<file path="config.mk">
export PLATFORM = sky130hd
export DESIGN_NAME = adder_tree_sched_flat
export DESIGN_NICKNAME = d
export VERILOG_FILES = /design/src/rtl/adder_tree_sched_if.sv /design/src/rtl/adder_tree_sched.sv /design/src/flat_wrapper.sv
export SDC_FILE = /design/constraint.sdc
export NUM_CORES = 1
export LEC_CHECK = 0
export CORE_MARGIN = 2
export CORE_UTILIZATION = 43
export CTS_CLUSTER_SIZE = 28
export DETAILED_ROUTE_END_ITERATION = 16
export PLACE_DENSITY_LB_ADDON = 0.05
export SLEW_MARGIN = 15
export SYNTH_ARGS = -nofsm -noshare
export SYNTH_HDL_FRONTEND = slang
export SYNTH_SLANG_ARGS = --single-unit
</file>
<file path="constraint.sdc">
create_clock -name clk -period 3.2 [get_ports clk]
set_clock_uncertainty 0.2 [all_clocks]
set_input_delay 0.48 -clock clk [delete_from_list [all_inputs] [get_ports clk]]
set_output_delay 0.48 -clock clk [all_outputs]
set_load 0.03 [all_outputs]
</file>
<file path="src/rtl/adder_tree_sched_if.sv">
// Handshake bundle for the time-shared reduction engine: serial operand
// streams in from NUM_REQ producers, one tagged sum out to the consumer.
interface adder_tree_sched_if #(
   parameter int ADDER_WIDTH = 23,
   parameter int NUM_REQ     = 4,
   parameter int LOG_OPS     = 3,
   parameter int ID_W        = 2
);
   logic [NUM_REQ-1:0]             req_valid;
   logic [NUM_REQ*ADDER_WIDTH-1:0] req_data;
   logic [NUM_REQ-1:0]             req_ready;
   logic                           out_valid;
   logic                           out_ready;
   logic [ADDER_WIDTH+LOG_OPS-1:0] out_sum;
   logic [ID_W-1:0]                out_id;

   modport master (
      output req_valid,
      output req_data,
      output out_ready,
      input  req_ready,
      input  out_valid,
      input  out_sum,
      input  out_id
   );

   modport slave (
      input  req_valid,
      input  req_data,
      input  out_ready,
      output req_ready,
      output out_valid,
      output out_sum,
      output out_id
   );
endinterface

</file>
<file path="src/rtl/adder_tree_sched.sv">
// Round-robin scheduler sharing one registered adder and accumulator across
// NUM_REQ requesters; each job sums NUM_OPS operands at full precision.
module adder_tree_sched #(
   parameter int ADDER_WIDTH = 23,
   parameter int NUM_REQ     = 4,
   parameter int NUM_OPS     = 8,
   parameter int LOG_OPS     = 3,
   parameter int ID_W        = 2
) (
   input  logic                 clk,
   input  logic                 rst,
   adder_tree_sched_if.slave    bus,
   output logic                 busy
);
   localparam int SUM_W = ADDER_WIDTH + LOG_OPS;

   typedef enum logic [1:0] {
      IDLE,
      ACCUM,
      DONE
   } state_t;

   state_t             state_q, state_d;
   logic [ID_W-1:0]    grant_q, grant_d;
   logic [ID_W-1:0]    last_grant_q, last_grant_d;
   logic [ID_W-1:0]    out_id_q, out_id_d;
   logic [SUM_W-1:0]   acc_q, acc_d;
   logic [SUM_W-1:0]   out_sum_q, out_sum_d;
   logic [LOG_OPS-1:0] cnt_q, cnt_d;

   logic [ADDER_WIDTH-1:0] operand_arr [NUM_REQ];
   logic [ADDER_WIDTH-1:0] operand;
   logic [SUM_W-1:0]       acc_sum;
   logic [NUM_REQ-1:0]     ready_vec;
   logic                   beat;
   logic                   last_beat;
   logic                   found;
   logic [ID_W-1:0]        winner;
   logic [ID_W-1:0]        cand;

   for (genvar g = 0; g < NUM_REQ; g++) begin : g_unpack
      assign operand_arr[g] = bus.req_data[g*ADDER_WIDTH +: ADDER_WIDTH];
   end

   assign operand   = operand_arr[grant_q];
   assign beat      = (state_q == ACCUM) && bus.req_valid[grant_q];
   assign last_beat = beat && (cnt_q == LOG_OPS'(NUM_OPS - 1));
   assign acc_sum   = acc_q + {{LOG_OPS{1'b0}}, operand};

   // Cyclic search starting just after the previous owner, so a requester
   // that keeps asking is reached within NUM_REQ jobs.
   always_comb begin
      found  = 1'b0;
      winner = '0;
      cand   = '0;
      for (int i = 1; i <= NUM_REQ; i++) begin
         cand = ID_W'((int'(last_grant_q) + i) % NUM_REQ);
         if (!found && bus.req_valid[cand]) begin
            found  = 1'b1;
            winner = cand;
         end
      end
   end

   always_comb begin
      state_d      = state_q;
      grant_d      = grant_q;
      last_grant_d = last_grant_q;
      acc_d        = acc_q;
      cnt_d        = cnt_q;
      out_sum_d    = out_sum_q;
      out_id_d     = out_id_q;
      ready_vec    = '0;
      case (state_q)
         IDLE: begin
            if (found) begin
               grant_d = winner;
               acc_d   = '0;
               cnt_d   = '0;
               state_d = ACCUM;
            end
         end
         ACCUM: begin
            ready_vec[grant_q] = 1'b1;
            if (beat) begin
               acc_d = acc_sum;
               cnt_d = cnt_q + LOG_OPS'(1);
               if (last_beat) begin
                  out_sum_d    = acc_sum;
                  out_id_d     = grant_q;
                  last_grant_d = grant_q;
                  state_d      = DONE;
               end
            end
         end
         DONE: begin
            if (bus.out_ready) begin
               state_d = IDLE;
            end
         end
         default: state_d = IDLE;
      endcase
   end

   always_ff @(posedge clk) begin
      if (rst) begin
         state_q      <= IDLE;
         grant_q      <= '0;
         last_grant_q <= ID_W'(NUM_REQ - 1);
         acc_q        <= '0;
         cnt_q        <= '0;
         out_sum_q    <= '0;
         out_id_q     <= '0;
      end else begin
         state_q      <= state_d;
         grant_q      <= grant_d;
         last_grant_q <= last_grant_d;
         acc_q        <= acc_d;
         cnt_q        <= cnt_d;
         out_sum_q    <= out_sum_d;
         out_id_q     <= out_id_d;
      end
   end

   assign bus.req_ready = ready_vec;
   assign bus.out_valid = (state_q == DONE);
   assign bus.out_sum   = out_sum_q;
   assign bus.out_id    = out_id_q;
   assign busy          = (state_q != IDLE);

endmodule

</file>
<file path="src/flat_wrapper.sv">
// flat-port wrapper written by rule: the top's interface ports become plain ports
module adder_tree_sched_flat 
#(
   parameter int ADDER_WIDTH = 23,
   parameter int NUM_REQ     = 4,
   parameter int NUM_OPS     = 8,
   parameter int LOG_OPS     = 3,
   parameter int ID_W        = 2
)
  (clk, rst, busy, bus_req_valid, bus_req_data, bus_out_ready, bus_req_ready, bus_out_valid, bus_out_sum, bus_out_id);
  adder_tree_sched_if #(.ADDER_WIDTH(ADDER_WIDTH), .NUM_REQ(NUM_REQ), .LOG_OPS(LOG_OPS), .ID_W(ID_W)) bus_i ();
  input  logic clk;
  input  logic rst;
  output logic busy;
  input wire logic [$bits(bus_i.req_valid)-1:0] bus_req_valid;
  input wire logic [$bits(bus_i.req_data)-1:0] bus_req_data;
  input wire logic [$bits(bus_i.out_ready)-1:0] bus_out_ready;
  output wire logic [$bits(bus_i.req_ready)-1:0] bus_req_ready;
  output wire logic [$bits(bus_i.out_valid)-1:0] bus_out_valid;
  output wire logic [$bits(bus_i.out_sum)-1:0] bus_out_sum;
  output wire logic [$bits(bus_i.out_id)-1:0] bus_out_id;
  assign bus_i.req_valid = bus_req_valid;
  assign bus_i.req_data = bus_req_data;
  assign bus_i.out_ready = bus_out_ready;
  assign bus_req_ready = bus_i.req_ready;
  assign bus_out_valid = bus_i.out_valid;
  assign bus_out_sum = bus_i.out_sum;
  assign bus_out_id = bus_i.out_id;
  adder_tree_sched #(.ADDER_WIDTH(ADDER_WIDTH), .NUM_REQ(NUM_REQ), .NUM_OPS(NUM_OPS), .LOG_OPS(LOG_OPS), .ID_W(ID_W)) u_core (.clk(clk), .rst(rst), .bus(bus_i), .busy(busy));
endmodule
</file>
# ---- Word level (Yosys, flattened, before mapping)
# Cells that the tools add are included.
dict set report totals {
  ff_bits 63
  elab_cells 79
  inputBits 99
}
dict set report op_classes {
  bitwise_logic 1
  eq_ne 7
  reduce_logical 16
  n_addsub 6
  order_cmp 7
  mux 35
}
# operator count
set ops {}
lappend ops {{26-bit two-way mux} 2}
lappend ops {{26-bit one-hot mux with 2 select lines} 1}
lappend ops {{23-bit binary-select mux with 2-bit select} 1}
lappend ops {{23-bit two-way mux} 2}
lappend ops {{26-bit by 23-bit adder with 26-bit output} 1}
lappend ops {{2-bit two-way mux} 8}
lappend ops {{2-bit by 3-bit less-than comparator with 1-bit output, second input constant} 5}
lappend ops {{1-bit binary-select mux with 2-bit select} 5}
lappend ops {{1-bit two-way mux} 10}
lappend ops {{1-bit logical AND} 6}
lappend ops {{3-bit two-way mux} 2}
lappend ops {{2-bit by 1-bit != test with 1-bit output, second input constant} 3}
lappend ops {{2-bit one-hot mux with 3 select lines} 1}
lappend ops {{3-bit one-hot mux with 2 select lines} 1}
lappend ops {{3-bit AND reduction} 2}
lappend ops {{2-bit by 1-bit adder with 2-bit output, second input constant} 2}
lappend ops {{2-bit adder, second input constant} 2}
lappend ops {{4-bit two-way mux} 1}
lappend ops {{4-bit AND reduction} 1}
lappend ops {{2-bit nonzero test} 2}
lappend ops {{3-bit by 1-bit adder with 3-bit output, second input constant} 1}
lappend ops {{3-bit equality test, second input constant} 1}
lappend ops {{3-bit greater-or-equal comparator, second input constant} 1}
lappend ops {{1-bit logical NOT} 3}
lappend ops {{other kinds (8)} 8}

# ---- Logic depth before layout (Yosys ltp)
# Gate-level depths: netlist of the first run.
dict set report logic_depth {
  depth_word 15
  depth_mapped 12
}

# ---- Least setup slack after synthesis of the first run
# Ideal clock, no wire load.
dict set report synth_path {
  path_kind {flip-flop to flip-flop}
  from {register u_core.grant_q[0]}
  to {register u_core.out_sum_q[17], in the netlist u_core.bus.out_sum[17]}
  t_required_ns 2.867
  stages_incl_launch_ff 13
  path_buffers 3
  arrival_time_ns 2.992
  path_slack_ns -0.125
  synth_period_minus_slack_ns 3.325
  path_cell_list {dfxtp_1 > buf_4 > buf_2 > mux4_2 > ha_1 > clkbuf_2 > a21oi_1 > o21ai_0 > a221oi_1 > nand2_1 > a21oi_1 > xor2_1 > a211oi_1}
}
dict set report synth_via {
  elab_chain_cells 5
  elab_cells_between_ends 10
}
# element line_no
set synth_rtl {}
lappend synth_rtl {{from (decl)} adder_tree_sched.sv:24} ;# logic [ID_W-1:0] grant_q, grant_d;
lappend synth_rtl {{from (signal assigned)} adder_tree_sched.sv:116} ;# grant_q <= grant_d;
lappend synth_rtl {{2-bit inverter with 3-bit output (not written as such) / 1-bit binary-select mux with 2-bit select (equally long branches)} {adder_tree_sched.sv:45, adder_tree_sched.sv:46}}
lappend synth_rtl {{23-bit binary-select mux with 2-bit select / 1-bit two-way mux (equally long branches)} {adder_tree_sched.sv:45, adder_tree_sched.sv:46}}
lappend synth_rtl {{23-bit two-way mux (not written as such) / 1-bit logical AND (equally long branches)} {adder_tree_sched.sv:45, adder_tree_sched.sv:46}}
lappend synth_rtl {{23-bit two-way mux (not written as such) / 1-bit logical AND (equally long branches)} {adder_tree_sched.sv:45, adder_tree_sched.sv:47}}
lappend synth_rtl {{26-bit by 23-bit adder with 26-bit output / 3-bit AND reduction (equally long branches)} --}
lappend synth_rtl {{to (signal assigned)} adder_tree_sched.sv:120} ;# out_sum_q <= out_sum_d;
lappend synth_rtl {{to (decl)} adder_tree_sched.sv:28} ;# logic [SUM_W-1:0] out_sum_q, out_sum_d;
# Parallel ways exist; a longest one is shown, timed or not. The select of a mux whose other input is x is not followed.
# A chain may end at the register's enable or synchronous reset.

# ---- Worst setup path after layout of the first run
dict set report layout_path {
  from {register u_core.grant_q[0]}
  to {register u_core.out_sum_q[20], in the netlist u_core.bus.out_sum[20]}
}
# Same word-level chain as after synthesis.

==> metrics.cfg, run 1 <==
[outcome]
outcome = finished, final reports clean

[place]
gp_congestion = 0.943
dpl_cell_area_sq_um = 6270
dp_hpwl_um = 10600
port_buffers = 132
dp_slack_ns = -0.365
dp_cells = 819

[synthesis]
avgSynthCellArea_sq_um = 8.49
postSynthCellCount = 507
synth_common_cells = dfxtp_1 (63), nand2_1 (60), a21oi_1 (53)
yosysMostFrequentCell = dfxtp_1
ys_seq_area_frac = 0.293
async_flop_share = 0
yosysWarnings = 0
syn_nets = 632
syn_area_sq_um = 4310
ys_types = 63
synthTopCellsByArea = dfxtp_1 (29%), mux4_2 (12%), ha_1 (7.3%), a21oi_1 (6.2%), nand2_1 (5.2%)
synth_edf_count = 0
synth_top_area_frac = 0.293
synth_top_flop_cell = dfxtp_1
yosys.area.top_type = dfxtp_1
ys_ff_latch = 63

[power_and_ir_drop]
power_leakage_nw = 2.65
ir_drop_mv = 0.188
powerDensity_nw_per_um2 = 373
p_total_mw = 2.55

[grt]
grt_pass1_wl_um = 22600
grt_start_max_net_pins = 48
antenna_found_initial = 0
grt_pass1_vias = 4625
grt_usage = 0.258
grt_overflow = 0

[worst_setup_path]
cp.arrival_ns = 3.24
start_kind = flip-flop
worst-path-buf-inv = 2
slowest_stage = mux4_2
r2r_end = u_core.bus.out_sum[20]
criticalPathCategory = reg -> reg
slowest_delay_ns = 0.55
rrSetupSlack_ns = 0.0007
r2r_cells = 11
worstPathMaxFanout = 7
required_ns = 3.24
end_kind = flip-flop
crit_family = compound AO/OA/AOI/OAI gates
path_cells = buf_12, mux4_2, ha_4, buf_4, nor2b_2, o2111ai_2, nand3_2, a21o_4, a21boi_4, nor4_1, a311o_1
r2r-start = u_core.grant_q[0]

[finish]
multi_input_area_sq_um = 3110
stdcell_count = 840
antenna_cells = 0
layout.nets = 828
fin_area_sq_um = 6840
ff_latch_area_sq_um = 1260
utilization = 0.703
area_growth_pct = 58.8
fillers = 826
drive_above_1_share = 0.238

[clock_network]
htree_levels = 3
cts_tree = yes
cts-buffers-inserted = 9
clk_latency_ns = 0.36
cts_root_buffer = clkbuf_8
clock_path_buffers = 2
clkTransAtPathRegs_ns = 0.07
clock-sinks = 63
ctsHoldBuffers = 0

[min_path]
hold_class = reg -> reg
whs_path_depth = 2
hold_path_end = u_core.bus.out_sum[13]
hold_path_startpoint = u_core.bus.out_sum[13]

[timing]
slew_headroom = 0.525
worstMarginPinSlew_ns = 0.712
finalMaxSlewViolations = 0
finalWorstSetupSlack_ns = 0.000653
hold_viol = 0
fin_setup_tns_ns = 0
period_needed_ns = 3.20
holdWs_ns = 0.253
rsz0062_at_grt = yes
fin_crit_sh = 1.00
max_freq_mhz = 313
finalSetupViolCount = 0

[floorplanning]
start_util = 0.443
fp.dieH_um = 104
fp.dieW_um = 104
row_count = 36
core-area_sq_um = 9730
pin_count = 133
dieArea_sq_um = 10800

[detailed_routing]
wl_um = 14300
dr.pass1.iters = 7
vias = 4599
first_iter_violations = 186
viasPerCell = 5.48
routedWlPerCell_um = 17.0
ant_nets = 0
drc_errors = 0

[run]
maxCapViolCount = 0

## state kept, by name, indices dropped and copies added, names as in the netlist
| signal | count |
|---|---|
| u_core.state_q | 2 |
| u_core.grant_q | 2 |
| u_core.last_grant_q | 2 |
| u_core.cnt_q | 3 |
| u_core.acc_q | 26 |
| u_core.bus.out_sum | 26 |
| u_core.bus.out_id | 2 |
## routing by layer
| layer | part of all wire | GRT usage |
|---|---|---|
| met1 | 0.42 | 0.314 |
| met2 | 0.50 | 0.452 |
| met3 | 0.062 | 0.0652 |
| met4 | 0.016 | 0.0724 |
| met5 | 0 | 0 |
## cells by family (layout without fill, tap and decap cells)
kind of cell             after synthesis  in the layout  synth area share
AO/OA/AOI/OAI                        148            148             0.222
XOR/XNOR                              22             22            0.0448
adder cells (fa/ha/maj)               26             26            0.0773
buffers and inverters                 48            248            0.0497
flip-flops                            63             63             0.293
multiplexers                          25             25             0.125
AND/OR/NAND/NOR                      175            175             0.188
## worst min-delay path: stages, from the launching register on
cell,delay [ns]
dfxtp_1,0.31
nand2_1,0.05
a21oi_1,0.05
## final cells by class
cell class,instances,area share
inverter,16,0.00878
clock buffer,11,0.0207
sequential,63,0.185
timing repair buffer,217,0.296
multi-input combinational,396,0.454
clock inverter,4,0.0102
tap,133,0.0243
## worst max-delay path by stage
stage,from,endpoint,slack [ns],cells after the start
final,u_core.grant_q[0],u_core.bus.out_sum[20],0.0007,11
after global routing,u_core.grant_q[0],u_core.acc_q[23],-0.12,11
after floorplan,u_core.grant_q[0],u_core.bus.out_sum[17],0.02,12
after global placement,bus_req_data[69],u_core.acc_q[22],-0.31,12
after CTS,u_core.grant_q[0],u_core.acc_q[25],-0.01,11
after detailed placement,bus_req_data[46],u_core.acc_q[22],-0.36,12
## power breakdown
group          internal [mW]  switching [mW]  total (mW)
registers              0.809          0.0215       0.830
logic                  0.501           0.437       0.938
clock network          0.454           0.331       0.785
total                   1.76           0.789        2.55
## placed cells by master (no fill, tap or decap), types with 5 or more instances in the layout
cell	n
a21o_1	6
a21oi_1	48
a21oi_2	5
a22oi_1	6
a31oi_1	9
buf_4	80
clkbuf_8	10
clkdlybuf4s50_1	132
dfxtp_1	62
ha_1	15
ha_4	6
inv_1	15
mux4_2	23
nand2_1	60
nand2b_1	6
nand3_1	11
nand4_1	7
nor2_1	47
nor3_1	11
o211ai_1	6
o21a_1	5
o21ai_0	20
o21ai_1	7
o21bai_1	6
xnor2_1	9
xor2_1	12
## what timing repair did
item,in CTS,in global routing
cloned,0,1
pin swaps,2,19
gates resized for setup,16,37
setup endpoints to repair,17,28
buffers inserted,0,5
hold endpoints to repair,0,0
(Power assumes the default switching activity.)
==> run 2, diff against run 1 <==
--- a/config.mk
+++ b/config.mk
@@ -5,8 +5,10 @@
 export SDC_FILE = /design/constraint.sdc
 export NUM_CORES = 1
 export LEC_CHECK = 0
+export ABC_CLOCK_PERIOD_IN_PS = 3200
 export CORE_MARGIN = 2
 export CORE_UTILIZATION = 43
+export CTS_CLUSTER_DIAMETER = 50
 export CTS_CLUSTER_SIZE = 28
 export DETAILED_ROUTE_END_ITERATION = 16
 export PLACE_DENSITY_LB_ADDON = 0.05
==> results of run 2 <==
No change in the layout: final DEF, timing and power equal those of run 1.
